<file path="src/rtl/serial_mem_load_if.sv">
// serial_mem_load_if: AHB-Lite master port bundle for serial_mem_load
interface serial_mem_load_if;
  logic ahblm_hready;
  logic ahblm_hresp;
  logic [31:0] ahblm_haddr;
  logic ahblm_hwrite;
  logic [1:0] ahblm_htrans;
  logic [2:0] ahblm_hsize;
  logic [2:0] ahblm_hburst;
  logic [3:0] ahblm_hprot;
  logic ahblm_hmastlock;
  logic [31:0] ahblm_hwdata;
  logic [31:0] ahblm_hrdata;
  modport master(
    input ahblm_hready, ahblm_hresp, ahblm_hrdata,
    output ahblm_haddr, ahblm_hwrite, ahblm_htrans, ahblm_hsize, ahblm_hburst,
    ahblm_hprot, ahblm_hmastlock, ahblm_hwdata
  );
  modport slave(
    output ahblm_hready, ahblm_hresp, ahblm_hrdata,
    input ahblm_haddr, ahblm_hwrite, ahblm_htrans, ahblm_hsize, ahblm_hburst,
    ahblm_hprot, ahblm_hmastlock, ahblm_hwdata
  );
endinterface

</file>
<file path="src/rtl/serial_mem_load.sv">
// serial_mem_load: 8N1 UART receiver packing bytes into words written to memory over AHB-Lite
module serial_mem_load #(
  parameter logic [31:0] ADDR_START = 32'h2008_0000,
  parameter logic [31:0] ADDR_STOP = 32'h2008_2000,
  parameter int CLK_DIV = 16
) (
  input logic clk,
  input logic rst,
  input logic serial_in,
  serial_mem_load_if.master bus,
  output logic done,
  output logic frame_err,
  output logic overrun_err,
  output logic bus_err
);
  typedef enum logic [1:0] {R_IDLE, R_START, R_DATA, R_STOP} rx_t;
  typedef enum logic [1:0] {B_IDLE, B_ADDR, B_DATA} bst_t;
  localparam logic [15:0] HALF = 16'(CLK_DIV / 2 - 1);
  localparam logic [15:0] FULL = 16'(CLK_DIV - 1);
  logic [1:0] sync;
  logic rx;
  rx_t rx_state;
  logic [15:0] cnt;
  logic [2:0] bit_n;
  logic [7:0] sh;
  logic byte_valid;
  logic [1:0] byte_n;
  logic [31:0] word;
  logic [31:0] buf_word;
  logic pending;
  bst_t bst;
  logic retire;
  logic word_done;
  logic [31:0] next_addr;
  logic unused;
  assign rx = sync[1];
  assign retire = bst == B_DATA && bus.ahblm_hready;
  assign word_done = byte_valid && byte_n == 2'd3;
  assign next_addr = bus.ahblm_haddr + 32'd4;
  assign bus.ahblm_hsize = 3'b010;
  assign bus.ahblm_hburst = 3'b000;
  assign bus.ahblm_hprot = 4'b0011;
  assign bus.ahblm_hmastlock = 1'b0;
  assign unused = ^bus.ahblm_hrdata;
  // cnt starts at 1 on detection so the first data sample lands mid-bit
  always_ff @(posedge clk) begin
    if (rst) begin
      sync <= 2'b11;
      rx_state <= R_IDLE;
      cnt <= '0;
      bit_n <= '0;
      sh <= '0;
      byte_valid <= 1'b0;
      frame_err <= 1'b0;
    end else begin
      sync <= {sync[0], serial_in};
      byte_valid <= 1'b0;
      case (rx_state)
        R_IDLE: if (!rx) begin
          rx_state <= R_START;
          cnt <= 16'd1;
        end
        R_START: if (cnt == HALF) begin
          rx_state <= rx ? R_IDLE : R_DATA;
          cnt <= '0;
          bit_n <= '0;
        end else cnt <= cnt + 16'd1;
        R_DATA: if (cnt == FULL) begin
          sh <= {rx, sh[7:1]};
          cnt <= '0;
          bit_n <= bit_n + 3'd1;
          if (bit_n == 3'd7) rx_state <= R_STOP;
        end else cnt <= cnt + 16'd1;
        R_STOP: if (cnt == FULL) begin
          byte_valid <= rx;
          frame_err <= frame_err | !rx;
          rx_state <= R_IDLE;
        end else cnt <= cnt + 16'd1;
        default: rx_state <= R_IDLE;
      endcase
    end
  end
  // a retiring write frees the buffer in the same cycle a new word may claim it
  always_ff @(posedge clk) begin
    if (rst) begin
      byte_n <= '0;
      word <= '0;
      buf_word <= '0;
      pending <= 1'b0;
      overrun_err <= 1'b0;
      bst <= B_IDLE;
      bus.ahblm_haddr <= ADDR_START;
      bus.ahblm_htrans <= 2'b00;
      bus.ahblm_hwrite <= 1'b0;
      bus.ahblm_hwdata <= '0;
      done <= 1'b0;
      bus_err <= 1'b0;
    end else begin
      if (byte_valid) begin
        byte_n <= byte_n + 2'd1;
        word[{byte_n, 3'b000} +: 8] <= sh;
      end
      if (retire) pending <= 1'b0;
      if (word_done && !done) begin
        if (pending && !retire) overrun_err <= 1'b1;
        else begin
          buf_word <= {sh, word[23:0]};
          pending <= 1'b1;
        end
      end
      case (bst)
        B_IDLE: if (pending && !done) begin
          bst <= B_ADDR;
          bus.ahblm_htrans <= 2'b10;
          bus.ahblm_hwrite <= 1'b1;
        end
        B_ADDR: if (bus.ahblm_hready) begin
          bst <= B_DATA;
          bus.ahblm_htrans <= 2'b00;
          bus.ahblm_hwrite <= 1'b0;
          bus.ahblm_hwdata <= buf_word;
        end
        B_DATA: if (bus.ahblm_hready) begin
          bst <= B_IDLE;
          bus.ahblm_haddr <= next_addr;
          bus_err <= bus_err | bus.ahblm_hresp;
          done <= next_addr == ADDR_STOP;
        end
        default: bst <= B_IDLE;
      endcase
    end
  end
endmodule

</file>
<file path="src/flat_wrapper.sv">
// flat-port wrapper written by rule: the top's interface ports become plain ports
module serial_mem_load_flat 
#(
  parameter logic [31:0] ADDR_START = 32'h2008_0000,
  parameter logic [31:0] ADDR_STOP = 32'h2008_2000,
  parameter int CLK_DIV = 16
)
  (clk, rst, serial_in, done, frame_err, overrun_err, bus_err, bus_ahblm_hready, bus_ahblm_hresp, bus_ahblm_hrdata, bus_ahblm_haddr, bus_ahblm_hwrite, bus_ahblm_htrans, bus_ahblm_hsize, bus_ahblm_hburst, bus_ahblm_hprot, bus_ahblm_hmastlock, bus_ahblm_hwdata);
  serial_mem_load_if bus_i ();
  input logic clk;
  input logic rst;
  input logic serial_in;
  output logic done;
  output logic frame_err;
  output logic overrun_err;
  output logic bus_err;
  input wire logic [$bits(bus_i.ahblm_hready)-1:0] bus_ahblm_hready;
  input wire logic [$bits(bus_i.ahblm_hresp)-1:0] bus_ahblm_hresp;
  input wire logic [$bits(bus_i.ahblm_hrdata)-1:0] bus_ahblm_hrdata;
  output wire logic [$bits(bus_i.ahblm_haddr)-1:0] bus_ahblm_haddr;
  output wire logic [$bits(bus_i.ahblm_hwrite)-1:0] bus_ahblm_hwrite;
  output wire logic [$bits(bus_i.ahblm_htrans)-1:0] bus_ahblm_htrans;
  output wire logic [$bits(bus_i.ahblm_hsize)-1:0] bus_ahblm_hsize;
  output wire logic [$bits(bus_i.ahblm_hburst)-1:0] bus_ahblm_hburst;
  output wire logic [$bits(bus_i.ahblm_hprot)-1:0] bus_ahblm_hprot;
  output wire logic [$bits(bus_i.ahblm_hmastlock)-1:0] bus_ahblm_hmastlock;
  output wire logic [$bits(bus_i.ahblm_hwdata)-1:0] bus_ahblm_hwdata;
  assign bus_i.ahblm_hready = bus_ahblm_hready;
  assign bus_i.ahblm_hresp = bus_ahblm_hresp;
  assign bus_i.ahblm_hrdata = bus_ahblm_hrdata;
  assign bus_ahblm_haddr = bus_i.ahblm_haddr;
  assign bus_ahblm_hwrite = bus_i.ahblm_hwrite;
  assign bus_ahblm_htrans = bus_i.ahblm_htrans;
  assign bus_ahblm_hsize = bus_i.ahblm_hsize;
  assign bus_ahblm_hburst = bus_i.ahblm_hburst;
  assign bus_ahblm_hprot = bus_i.ahblm_hprot;
  assign bus_ahblm_hmastlock = bus_i.ahblm_hmastlock;
  assign bus_ahblm_hwdata = bus_i.ahblm_hwdata;
  serial_mem_load #(.ADDR_START(ADDR_START), .ADDR_STOP(ADDR_STOP), .CLK_DIV(CLK_DIV)) u_core (.clk(clk), .rst(rst), .serial_in(serial_in), .bus(bus_i), .done(done), .frame_err(frame_err), .overrun_err(overrun_err), .bus_err(bus_err));
endmodule
</file>
<file path="config.mk">
export PLATFORM = sky130hd
export DESIGN_NAME = serial_mem_load_flat
export DESIGN_NICKNAME = d
export VERILOG_FILES = /design/src/rtl/serial_mem_load_if.sv /design/src/rtl/serial_mem_load.sv /design/src/flat_wrapper.sv
export SDC_FILE = /design/constraint.sdc
export NUM_CORES = 1
export LEC_CHECK = 0
export BUFFER_PORTS_ARGS = -buffer_cell sky130_fd_sc_hd__buf_2
export CAP_MARGIN = 15
export CELL_PAD_IN_SITES_DETAIL_PLACEMENT = 1
export CELL_PAD_IN_SITES_GLOBAL_PLACEMENT = 1
export CORE_MARGIN = 1
export CORE_UTILIZATION = 44
export DETAILED_ROUTE_END_ITERATION = 10
export PLACE_DENSITY = 0.81
export SLEW_MARGIN = 10
export SYNTH_ARGS = -nofsm -noshare
export SYNTH_HDL_FRONTEND = slang
export SYNTH_SLANG_ARGS = --single-unit
export TNS_END_PERCENT = 1
</file>
<file path="constraint.sdc">
create_clock -name clk -period 3.6 [get_ports clk]
set_input_delay 0 -clock clk [delete_from_list [all_inputs] [get_ports clk]]
set_output_delay 0 -clock clk [all_outputs]
set_load 0.005 [all_outputs]
</file>
* Yosys cells after proc, flatten, opt, wreduce, memory -nomap -nowiden
Cells that the tools add are included.
Storage, ports and cells: flip-flop bits (word level) 172, output and inout bits 82
Cells by class: add/subtract/negate cells 5, equal/unequal tests 19, shift-type cells 2, multiplexer cells 28, bitwise gates (word level) 5, reduce and logical (&&, ||, !) cells 24
Operator list (number):
- 16-bit two-way mux | 4
- 16-bit case mux with 4 select lines | 1
- 32-bit by 3-bit adder with 32-bit output, second input constant | 1
- 32-bit bitwise mux | 1
- 32-bit by 30-bit equality test with 1-bit output, second input constant | 1
- 8-bit by 7-bit variable shift with 32-bit output, first input constant | 1
- 8-bit by 7-bit variable part select with 32-bit output | 1
- 2-bit two-way mux | 10
- 16-bit by 1-bit adder with 16-bit output, second input constant | 1
- 16-bit by 3-bit equality test with 1-bit output, second input constant | 1
- 16-bit by 4-bit equality test with 1-bit output, second input constant | 1
- 2-bit AND reduction | 7
- 2-bit by 1-bit != test with 1-bit output, second input constant | 5
- 3-bit AND reduction | 3
- 2-bit equality test, second input constant | 4
- 2-bit != test, second input constant | 4
- 2-bit case mux with 4 select lines | 1
- 5-bit negation with 7-bit output | 1
- 3-bit two-way mux | 2
- 2-bit case mux with 3 select lines | 1
- 3-bit case mux with 2 select lines | 1
- 1-bit logical AND | 5
- 1-bit two-way mux | 5
- 5-bit AND reduction | 1
- 12 further kinds | 20

* Longest topological paths before layout
word-level depth 6, depth in mapped cells 10

* Least setup slack after synthesis
No wires, ideal clock.
path kind reg-to-reg, from register u_core.bus.ahblm_haddr[2], to register u_core.done, setup time 0.084 ns, arrival time 2.356 ns, required time 3.516 ns, slack 1.160 ns, stages on the path, launching flop included 11, buffers on the path 2, clock period less this slack 2.440 ns, path through dfxtp_1 -> ha_1 -> and3_4 -> buf_6 -> and4_4 -> buf_6 -> or3_1 -> a2111o_1 -> a2111oi_2 -> nand4b_1 -> o31ai_2
On the way: longest elaborated chain between the ends 2
Ends and longest elaborated chain:
- start, declared | RTL line serial_mem_load_if.sv:16 | output ahblm_haddr, ahblm_hwrite, ahblm_htrans, ahblm_hsize, ahblm_hburst,
- start signal, assigned | RTL line serial_mem_load.sv:125 | bus.ahblm_haddr <= next_addr;
- 32-bit by 3-bit adder with 32-bit output | RTL line serial_mem_load.sv:39 | assign next_addr = bus.ahblm_haddr + 32'd4;
- 32-bit by 30-bit equality test with 1-bit output | RTL line serial_mem_load.sv:127 | done <= next_addr == ADDR_STOP;
- end signal, assigned | RTL line serial_mem_load.sv:96 | done <= 1'b0;
- end signal, assigned | RTL line serial_mem_load.sv:127
- end, declared | RTL line serial_mem_load.sv:11 | output logic done,
Every way passes these cells. A chain may end at the register's enable or synchronous reset.

* Worst setup path after layout
from register u_core.cnt[0], to register u_core.cnt[6]
On the way: longest elaborated chain between the ends 3, elaborated cells on any way between the ends 9, those cells by class add/sub (1); eq/ne (3); mux (4); reduce/logical (1)
Ends and longest elaborated chain:
- start, declared | RTL line serial_mem_load.sv:23 | logic [15:0] cnt;
- start signal, assigned | RTL line serial_mem_load.sv:67 | end else cnt <= cnt + 16'd1;
- start signal, assigned | RTL line serial_mem_load.sv:73 | end else cnt <= cnt + 16'd1;
- start signal, assigned | RTL line serial_mem_load.sv:78 | end else cnt <= cnt + 16'd1;
- 16-bit by 1-bit adder with 16-bit output, or another cell as far along | RTL line serial_mem_load.sv:67, serial_mem_load.sv:73, serial_mem_load.sv:78
- 16-bit two-way mux, or another cell as far along | RTL line serial_mem_load.sv:74 | R_STOP: if (cnt == FULL) begin
- 16-bit case mux with 4 select lines / 2-bit AND reduction (equally long branches)
Several ways; a longest one is shown, not always the timed one. The select of a mux whose other input is x is not followed.

==> qor.yml <==
run_status: "completed"
antenna_left: 0
n_antenna_cell: 0
synth_seq_area_share: 0.472
stdcell_area_sq_um: 7830
post_cts_buffers: 0
dr_total_vias: 5860
pwr-share-clk: 0.480
synth_top_family_by_area: "simple AND/OR/NAND/NOR gates"
grt_antenna_before_repair: 0
row_count: 45
synth_xor_area_frac: 0.0581
grt-ovfl-total: 0
synth-compound-area-share: 0.144
p_int_w: 0.00284
grt_pass1_vias: 6069
synth-simple-area-share: 0.249
grt_max_degree: 89
gp_congestion: 0.827
cts_tree: "built"
synth_edf_count: 0
cts_resized: 0
clock_skew_ps: 10.1
syn2layout_area_growth_pct: 15.4
path_clk_slew_ps: 60
power_frac_comb: 0.028
min_period_over_period: 0.719
vias_per_cell: 5.41
drcViolationCount: 0
io-pin-count: 119
worstPathArrival_ps: 2880
synth.cell_area_sq_um: 6780
num-nets-final: 935
cts_buffers: 17
post-route-min-period_ps: 2590
wl_per_cell_microns: 15.7
synth_mux_area_frac: 0.00295
track_usage: 0.224
grt_pass1_wl_mm: 29.0
p_sw_frac: 0.217
setup_viol: 0
slew_headroom: 0.402
dp_hpwl_mm: 11.3
ys_warn_count: 0
ys.flop_type: "dfxtp_1"
power_frac_seq: 0.492
synth_fa_ha_area_frac: 0.0258
postPlaceCellArea_sq_um: 7210
power_switching_w: 0.000787
power_leakage_nw: 2.87
p_per_area_nw_per_um2: 463
min_path_type: "primary input to register"
cp_max_fo: 14
fmax_mhz: 386
power_w: 0.00363
first_pass_iters: 4
clock-root-buffer: "clkbuf_16"
initial_utilization: 0.448
ir_worst_vdd_v: 0.000322
detail_route.iter0.violations: 280
syn_inst: 826
die_x_microns: 126
core-area_sq_um: 15100
ys_ff_latch: 160
dieArea_sq_um: 15900
clk_path_buf_depth: 2
drv_cap: 0
post_synth_num_cell_types: 53
setup-tns-final_ps: 0
io_buffers: 72
syn_avg_cell_area_sq_um: 8.21
cts.sinks: 160
tightest_slew_ps: 894
crit_type: "register to register"
cp-end-kind: "register"
async_flop_share: 0
wl_mm: 17.0
report.final.slew_viol_count: 0
drive_gt1_frac: 0.132
start_kind: "register"
required_ps: 3890
clk_latency_ps: 430
rsz0062_at_grt: "no"
fp.dieH_microns: 126
cts_htree_levels: 4
hold_viol: 0
## registers in the layout (all words and copies together), names as in the netlist, 2 cells and up, named ones only
register / count
u_core.bit_n: 3
u_core.bst: 2
u_core.buf_word: 32
u_core.bus.ahblm_haddr: 30
u_core.bus.ahblm_hwdata: 32
u_core.byte_n: 2
u_core.cnt: 16
u_core.sh: 8
u_core.sync: 2
u_core.word: 24
## area by class of cell
type	instances	area (sq um)
Sequential cell	160	3200
Multi-Input combinational cell	613	3320
Clock buffer	23	458
Inverter	8	30.0
Timing Repair Buffer	84	480
Fill cell	1832	7320
Tap cell	188	235
Clock inverter	8	108
## power groups by stage
stage	Sequential [W]	Combinational (W)	Clock, W
after CTS	0.00179	0.0000994	0.00177
after global routing	0.00179	0.000111	0.00183
after floorplan	0.00182	0.0000820	0
after global placement	0.00182	0.0000858	0
after detailed placement	0.00182	0.0000927	0
final	0.00179	0.000100	0.00174
## stage by stage
stage / util / cells / hold slack [ps] / setup slack (ps)
global placement: 0.476 / 1049 / 184 / 1230
detailed placement: 0.476 / 1049 / 188 / 1100
floorplan: - / 838 / 104 / 1160
CTS: 0.515 / 1083 / 153 / 1030
global route: 0.517 / 1084 / 205 / 829
finish: 0.517 / 1084 / 140 / 1010
## placed cells by master, fill, tap and decap left out, types with 17 or more instances in the layout
cell	count
clkbuf_16	17
a21oi_1	98
a22oi_1	24
nand3_1	24
xnor2_1	18
o21ai_0	18
nand4_1	19
xor2_1	27
nor2_1	88
dfxtp_1	160
buf_2	71
nand2_1	174
## layer usage
layer | wire (microns) | vias up | GRT usage
li1 | - | 2917 | -
met1 | 7620 | 2816 | 0.268
met2 | 8610 | 105 | 0.393
met3 | 517 | 22 | 0.0433
met4 | 274 | 0 | 0.0879
met5 | 0 | - | 0
## critical path, cell delays in order, from the launching register on
cell      delay (ps)
dfxtp_1          440
ha_1             230
nor4b_1          250
nand4_1          310
o22a_1           340
o21bai_1         280
a21o_1           480
nor2_1           110
## worst paths after layout
path	slack [ps]	from	to	cells after the start
max	1010	u_core.cnt[0]	u_core.cnt[6]	7
max reg2reg	1010	u_core.cnt[0]	u_core.cnt[6]	7
min	140	rst	u_core.frame_err	2
min reg2reg	420	u_core.sync[0]	u_core.sync[1]	1
## logic make-up after synthesis
logic type	count (synthesis)
AOI/OAI and AO/OA	167
xor gates and xnor gates	45
adders and majority gates	14
buffers and inverters	65
DFF	160
muxes	2
other	2
and+or+nand+nor	371
## repair_timing
action                                  CTS  global route
endpoints found under the setup margin    0             0
hold endpoints to repair                  3             0
hold buffers                              3             0
## synth_stat cells, types with 4 or more instances
library cell / n / area share
xor2_1: 27 / 0.035
nand3b_1: 4 / 0.0044
o21ai_0: 18 / 0.013
nor2_1: 88 / 0.049
xnor2_1: 18 / 0.023
and3_1: 4 / 0.0037
nand2b_1: 4 / 0.0037
clkbuf_1: 36 / 0.020
buf_4: 15 / 0.017
or3_1: 12 / 0.011
nor4_1: 6 / 0.0055
inv_1: 8 / 0.0044
nand2_1: 174 / 0.096
nand3_1: 24 / 0.018
nand4_1: 19 / 0.018
a21oi_1: 99 / 0.073
dfxtp_1: 160 / 0.47
nor3b_1: 4 / 0.0044
nor3_1: 10 / 0.0074
ha_1: 14 / 0.026
and4_1: 7 / 0.0090
a22oi_1: 24 / 0.027
No activity file was read; power rests on OpenSTA's default activity.
